--- src/rtl/gray_pkg.sv ---
// rtl/gray_pkg.sv - shared types, defaults and helpers for the gray input conditioner
package gray_pkg;

  // 10 ms worth of 27 MHz clock cycles
  localparam int DEFAULT_DEBOUNCE_CYCLES = 270000;

  // Button debounce FSM states
  typedef enum logic [1:0] {
    IDLE         = 2'd0,
    PRESS_WAIT   = 2'd1,
    HELD         = 2'd2,
    RELEASE_WAIT = 2'd3
  } btn_state_t;

  // Counter width: ceil(log2(cycles)), never narrower than one bit
  function automatic int cnt_width(input int cycles);
    int w;
    w = $clog2(cycles);
    return (w < 1) ? 1 : w;
  endfunction

  // True when a and b differ in more than one bit position.
  // d & (d - 1) clears the lowest set bit; anything left means popcount > 1.
  function automatic logic multi_bit_step(input logic [3:0] a, input logic [3:0] b);
    logic [3:0] d;
    d = a ^ b;
    return (d & (d - 4'd1)) != 4'd0;
  endfunction

endpackage

--- src/rtl/debounce_counter.sv ---
// rtl/debounce_counter.sv - saturating stability counter shared by switch and button paths
module debounce_counter #(
  parameter int WIDTH  = 2,
  parameter int CYCLES = 4
) (
  input  logic clk,
  input  logic rst,
  input  logic sample,
  input  logic stable_target,
  output logic commit
);

  // sample=1 means "input matched the held candidate this cycle"; the cycle in
  // which the candidate was captured already counts as the first stable cycle,
  // so commit fires while the count sits at CYCLES-2 and the owner's register
  // updates on the same edge the count reaches CYCLES-1.
  localparam logic [WIDTH-1:0] CNT_MAX  = WIDTH'(CYCLES - 1);
  localparam logic [WIDTH-1:0] CNT_FIRE = WIDTH'((CYCLES >= 2) ? (CYCLES - 2) : 0);

  logic [WIDTH-1:0] count;

  // Clear on any mismatch, count up while stable, hold at the top value
  always_ff @(posedge clk or posedge rst) begin
    if (rst) begin
      count <= '0;
    end else if (!sample) begin
      count <= '0;
    end else if (count != CNT_MAX) begin
      count <= count + WIDTH'(1);
    end
  end

  // stable_target gates commits that would not change anything downstream
  assign commit = sample && stable_target && (count >= CNT_FIRE);

endmodule

--- src/rtl/gray_input_conditioner.sv ---
// rtl/gray_input_conditioner.sv - synchronize and debounce a Gray-code switch and a push-button
module gray_input_conditioner
  import gray_pkg::*;
#(
  parameter int DEBOUNCE_CYCLES = DEFAULT_DEBOUNCE_CYCLES,
  parameter int BTN_TOGGLE      = 1
) (
  input  logic       clk,
  input  logic       rst,
  input  logic [3:0] gray_raw,
  input  logic       btn_raw,
  output logic [3:0] gray_code,
  output logic       show_decades,
  output logic       gray_valid,
  output logic       gray_step_err
);

  localparam int CNT_W = cnt_width(DEBOUNCE_CYCLES);

  logic [3:0] gray_meta;
  logic [3:0] gray_sync;
  logic       btn_meta;
  logic       btn_sync;

  // Two-flop synchronizers on every raw input
  always_ff @(posedge clk or posedge rst) begin
    if (rst) begin
      gray_meta <= '0;
      gray_sync <= '0;
      btn_meta  <= 1'b0;
      btn_sync  <= 1'b0;
    end else begin
      gray_meta <= gray_raw;
      gray_sync <= gray_meta;
      btn_meta  <= btn_raw;
      btn_sync  <= btn_meta;
    end
  end

  // ---------------------------------------------------------------------
  // Switch path: the four bits are debounced as one group
  // ---------------------------------------------------------------------
  logic [3:0] gray_cand;
  logic       gray_match;
  logic       gray_target;
  logic       gray_commit;

  assign gray_match  = (gray_sync == gray_cand);
  assign gray_target = (gray_cand != gray_code);

  // Candidate tracks the synchronized value; a change restarts the count
  always_ff @(posedge clk or posedge rst) begin
    if (rst) begin
      gray_cand <= '0;
    end else if (!gray_match) begin
      gray_cand <= gray_sync;
    end
  end

  debounce_counter #(
    .WIDTH  (CNT_W),
    .CYCLES (DEBOUNCE_CYCLES)
  ) u_gray_cnt (
    .clk           (clk),
    .rst           (rst),
    .sample        (gray_match),
    .stable_target (gray_target),
    .commit        (gray_commit)
  );

  // Load the committed code, pulse valid, latch multi-bit steps
  always_ff @(posedge clk or posedge rst) begin
    if (rst) begin
      gray_code     <= '0;
      gray_valid    <= 1'b0;
      gray_step_err <= 1'b0;
    end else begin
      gray_valid <= gray_commit;
      if (gray_commit) begin
        gray_code <= gray_cand;
        if (multi_bit_step(gray_cand, gray_code)) begin
          gray_step_err <= 1'b1;
        end
      end
    end
  end

  // ---------------------------------------------------------------------
  // Button path: four-state FSM, counter only runs in the two wait states
  // ---------------------------------------------------------------------
  btn_state_t btn_state;
  logic       btn_sample;
  logic       btn_target;
  logic       btn_commit;

  // Count cycles spent at the level the current wait state is confirming
  always_comb begin
    btn_sample = 1'b0;
    btn_target = 1'b0;
    case (btn_state)
      PRESS_WAIT: begin
        btn_sample = btn_sync;
        btn_target = 1'b1;
      end
      RELEASE_WAIT: begin
        btn_sample = !btn_sync;
        btn_target = 1'b1;
      end
      default: begin
        btn_sample = 1'b0;
        btn_target = 1'b0;
      end
    endcase
  end

  debounce_counter #(
    .WIDTH  (CNT_W),
    .CYCLES (DEBOUNCE_CYCLES)
  ) u_btn_cnt (
    .clk           (clk),
    .rst           (rst),
    .sample        (btn_sample),
    .stable_target (btn_target),
    .commit        (btn_commit)
  );

  // Button FSM with registered show_decades (toggle or level mode)
  always_ff @(posedge clk or posedge rst) begin
    if (rst) begin
      btn_state    <= IDLE;
      show_decades <= 1'b0;
    end else begin
      case (btn_state)
        IDLE: begin
          if (btn_sync) begin
            btn_state <= PRESS_WAIT;
          end
        end
        PRESS_WAIT: begin
          if (!btn_sync) begin
            btn_state <= IDLE;
          end else if (btn_commit) begin
            btn_state <= HELD;
            if (BTN_TOGGLE != 0) begin
              show_decades <= !show_decades;
            end else begin
              show_decades <= 1'b1;
            end
          end
        end
        HELD: begin
          if (!btn_sync) begin
            btn_state <= RELEASE_WAIT;
          end
        end
        RELEASE_WAIT: begin
          if (btn_sync) begin
            btn_state <= HELD;
          end else if (btn_commit) begin
            btn_state <= IDLE;
            if (BTN_TOGGLE == 0) begin
              show_decades <= 1'b0;
            end
          end
        end
        default: begin
          btn_state <= IDLE;
        end
      endcase
    end
  end

endmodule

--- config.mk ---
export PLATFORM = sky130hd
export DESIGN_NAME = gray_input_conditioner
export DESIGN_NICKNAME = d
export VERILOG_FILES = /design/src/rtl/gray_pkg.sv /design/src/rtl/debounce_counter.sv /design/src/rtl/gray_input_conditioner.sv
export SDC_FILE = /design/constraint.sdc
export NUM_CORES = 1
export LEC_CHECK = 0
export CORE_MARGIN = 2
export CORE_UTILIZATION = 54
export DETAILED_ROUTE_END_ITERATION = 6
export GPL_TIMING_DRIVEN = 0
export HOLD_SLACK_MARGIN = 0.02
export PLACE_DENSITY = 0.75
export SLEW_MARGIN = 20
export SYNTH_ARGS = -nofsm -noshare
export SYNTH_HDL_FRONTEND = slang
export SYNTH_HIERARCHICAL = 1
export SYNTH_SLANG_ARGS = --single-unit
export TNS_END_PERCENT = 10
--- constraint.sdc ---
create_clock -name clk -period 2.3 [get_ports clk]
set_clock_uncertainty 0.2 [all_clocks]
set_input_delay 0.69 -clock clk [delete_from_list [all_inputs] [get_ports clk]]
set_output_delay 0.69 -clock clk [all_outputs]
set_load 0.03 [all_outputs]
==> metrics.cfg <==
[run_status]
outcome=finished clean

[drt]
antenna_violating_nets_remaining=0
routed_via_density=5.70
wl_per_cell_um=15.0
dr.pass1.iters=4
postRouteWirelength_um=6010
drc=0
dr_total_vias=2281
first_iter_violations=163

[clock_network]
clk_latency_ns=0.34
total_number_of_h_tree_levels=3
cts.sink_count=61
buffer_levels_on_the_longest_clock_path=2
cts_tree=done
clock_tree.root_cell=clkbuf_8
tritoncts.num_buffers=9
clk_pin_slew_worst_paths_ns=0.07

[synthesis]
register_area_share_after_synthesis=0.488
postSynthRegisterBits=61
syn_avg_cell_area_um2=10.5
synth.top_cells.by_area=dfrtp_1 49%, xor2_1 6.2%, buf_6 3.6%
synth_compound_gate_area_share=0.0964
synthesis.area_mm2=0.00313
synth_top_cells_by_count=61 x dfrtp_1, 22 x nor2_1, 22 x xor2_1
main_combinational_cell_family_by_area_after_synthesis=simple AND/OR/NAND/NOR gates
asyncSetResetFlopFracSynth=1.00
yosys.cell_count.top_type=dfrtp_1
muxShareOfSynthArea=0.0180
yosys_warnings=6
netlist.top_cell.by_area=dfrtp_1
synth_cell_type_count=40
synth_fp_nets=308
synth_edf_count=0
synth_top_flop_cell=dfrtp_1
synthSimpleGateAreaFrac=0.240
area_share_of_the_largest_cell_type_after_synthesis=0.488
synthXorXnorAreaFrac=0.0784
synthesis.instances=297
synth-adder-area-share=0.0160

[worst_setup_path]
worst_setup_path_end=gray_valid
arrival_ns=1.32
critical_path_depth=1
setup.worst_path.start_class=flop
crit_family=buffers and inverters
critical_path.cell_chain=clkdlybuf4s50_1
critical_path.endpoint_type=output port
crit_buf_inv=1
critPathMaxStageDelay_ns=0.66
startpoint_of_the_most_critical_setup_path=gray_valid
worst_r2r_endpoint=u_gray_cnt/count[11]
timing.critical_path.slowest_stage_cell=clkdlybuf4s50_1
rrSetupSlack_ns=0.15
cp_max_fo=1
worstSetupPathType=flop to output port
worst_r2r_path_depth=6
rr_startpoint=gray_cand[2]
worst-endpoint-required_ns=1.41

[worst_hold_path]
holdCritPathClass=flop to flop

[layout]
antennaDiodeCount=0
finish.instance_area_mm2=0.00358
area_growth_pct=14.5
final_net_count=334
drive_above_1_share=0.137

[floorplanning]
core.rowCount=27
io_pins=14
total_die_area_mm2=0.00642
initial_core_util=0.564
core-area_mm2=0.00554
die_y_um=80.1
die_w_um=80.1

[sta]
f_max_mhz=452
fin_crit_ns=2.21
setup-violations-final=0
hold_viol_final=0
rsz_0062_raised_after_global_routing=no
slew_violations=0
worst_slew_margin_rel=0.446
period_share=0.962
slew_of_the_pin_with_the_lowest_slew_margin_ns=0.830

[power_and_ir_drop]
netSwitchingPower_uw=512
p_int_mw=1.62
p_seq_frac=0.518
p_per_area_mw_per_mm2=595
combinationalPowerShare=0.037
power.switching_fraction=0.240
share_clk_of_total_power=0.445
peak_vdd_ir_v=0.000530
power.static_leakage_nw=1.52
p_total_mw=2.13

[placement]
detailed_place.area_mm2=0.00335
io_buffers=13
placer_s_final_routability_congestion_estimate=0.805
dp.final_hpwl_um=4010

[global_routing]
grt_first_pass_wirelength_um=10200
pin_count_of_the_biggest_net_entering_global_routing=24
antenna_found_initial=0
groute.usage.overall=0.207
grt_overflow=0
grt_pass1_vias=2194

[run]
max_cap_violations=0

## area by class of cell
class	instances	area (µm²)
multi-input combinational	206	1420
tap	72	90.1
sequential	61	1530
inverter	11	41.3
fill	454	1960
buffer	19	154
clock inverter	7	76.3
clock buffer	9	124
timing repair buffer	15	145
## per-stage QoR
stage | util | worst slack, ns | setup TNS [ns] | cells | hold WS, ns
floorplan | - | 0.0166 | 0 | 297 | 0.131
global placement | 0.604 | -0.565 | -8.29 | 382 | 0.133
detailed placement | 0.604 | -0.577 | -7.98 | 382 | 0.136
CTS | 0.643 | 0.00532 | 0 | 398 | 0.152
global route | 0.646 | 0.0271 | 0 | 400 | 0.158
finish | 0.646 | 0.0868 | 0 | 400 | 0.149
## repair_timing
item,in CTS,in global routing
hold buffers,0,0
endpoints found under the setup margin,28,7
gates resized for setup,7,2
setup buffers,0,2
pin swaps,0,1
## cell usage in the layout (no fill, tap or decap), types with 3 or more instances in the layout
cell type	count
nand3_1	18
a211oi_1	4
and4_1	6
o21ai_0	4
o21ai_1	4
dlygate4sd2_1	4
dfrtp_1	61
nor3_1	6
clkinv_4	3
nand2_1	21
clkbuf_8	9
o211ai_1	4
clkbuf_1	7
xor2_1	22
or3_1	4
inv_1	11
clkdlybuf4s50_1	7
mux2_2	5
nor2_1	22
or4_1	8
ha_1	4
and3_1	4
buf_6	10
nand4b_1	3
nand2b_1	4
a31oi_1	4
nor2b_1	3
xnor2_1	6
buf_4	4
nand4_1	9
a21oi_1	12
o31ai_1	6
## worst min-delay path by stage
| stage | end | depth (start not counted) | start |
|---|---|---|---|
| after detailed placement | btn_sync | 0 | btn_meta |
| after global placement | gray_sync[1] | 0 | gray_meta[1] |
| after CTS | btn_sync | 0 | btn_meta |
| after floorplan | btn_sync | 0 | btn_meta |
| final | gray_sync[2] | 0 | gray_meta[2] |
| after global routing | btn_sync | 0 | btn_meta |
## flip-flops by register name (all words and copies together) (netlist names), named ones only
signal	cells
gray_meta	4
gray_cand	4
gray_sync	4
gray_step_err	1
gray_code	4
u_gray_cnt/count	19
u_btn_cnt/count	19
show_decades	1
gray_valid	1
btn_state	1
btn_meta	1
btn_sync	1
## layer usage
metal	routed length, µm	share of wire	vias up	track usage
met5	0	0	-	0
met4	131	0.022	0	0.0983
met3	171	0.028	15	0.0449
met2	2770	0.46	36	0.308
met1	2930	0.49	1112	0.289
li1	-	-	1118	-
## power by group through the flow
stage | registers [mW] | clock network, mW | logic, mW
after floorplan | 1.12 | 0 | 0.0457
after global placement | 1.12 | 0 | 0.0700
after detailed placement | 1.12 | 0 | 0.0726
after CTS | 1.10 | 0.973 | 0.0781
after global routing | 1.10 | 1.01 | 0.0898
final | 1.10 | 0.948 | 0.0790
## kinds of logic (layout without fill, tap and decap cells)
group                      Yosys count  count (layout)
AOI/OAI and AO/OA                   46              46
xor gates and xnor gates            28              28
adders and majority gates            4               4
buffers and inverters               30              61
DFF                                 61              61
muxes                                5               5
and+or+nand+nor                    123             123
No activity file was read; power rests on OpenSTA's default activity.
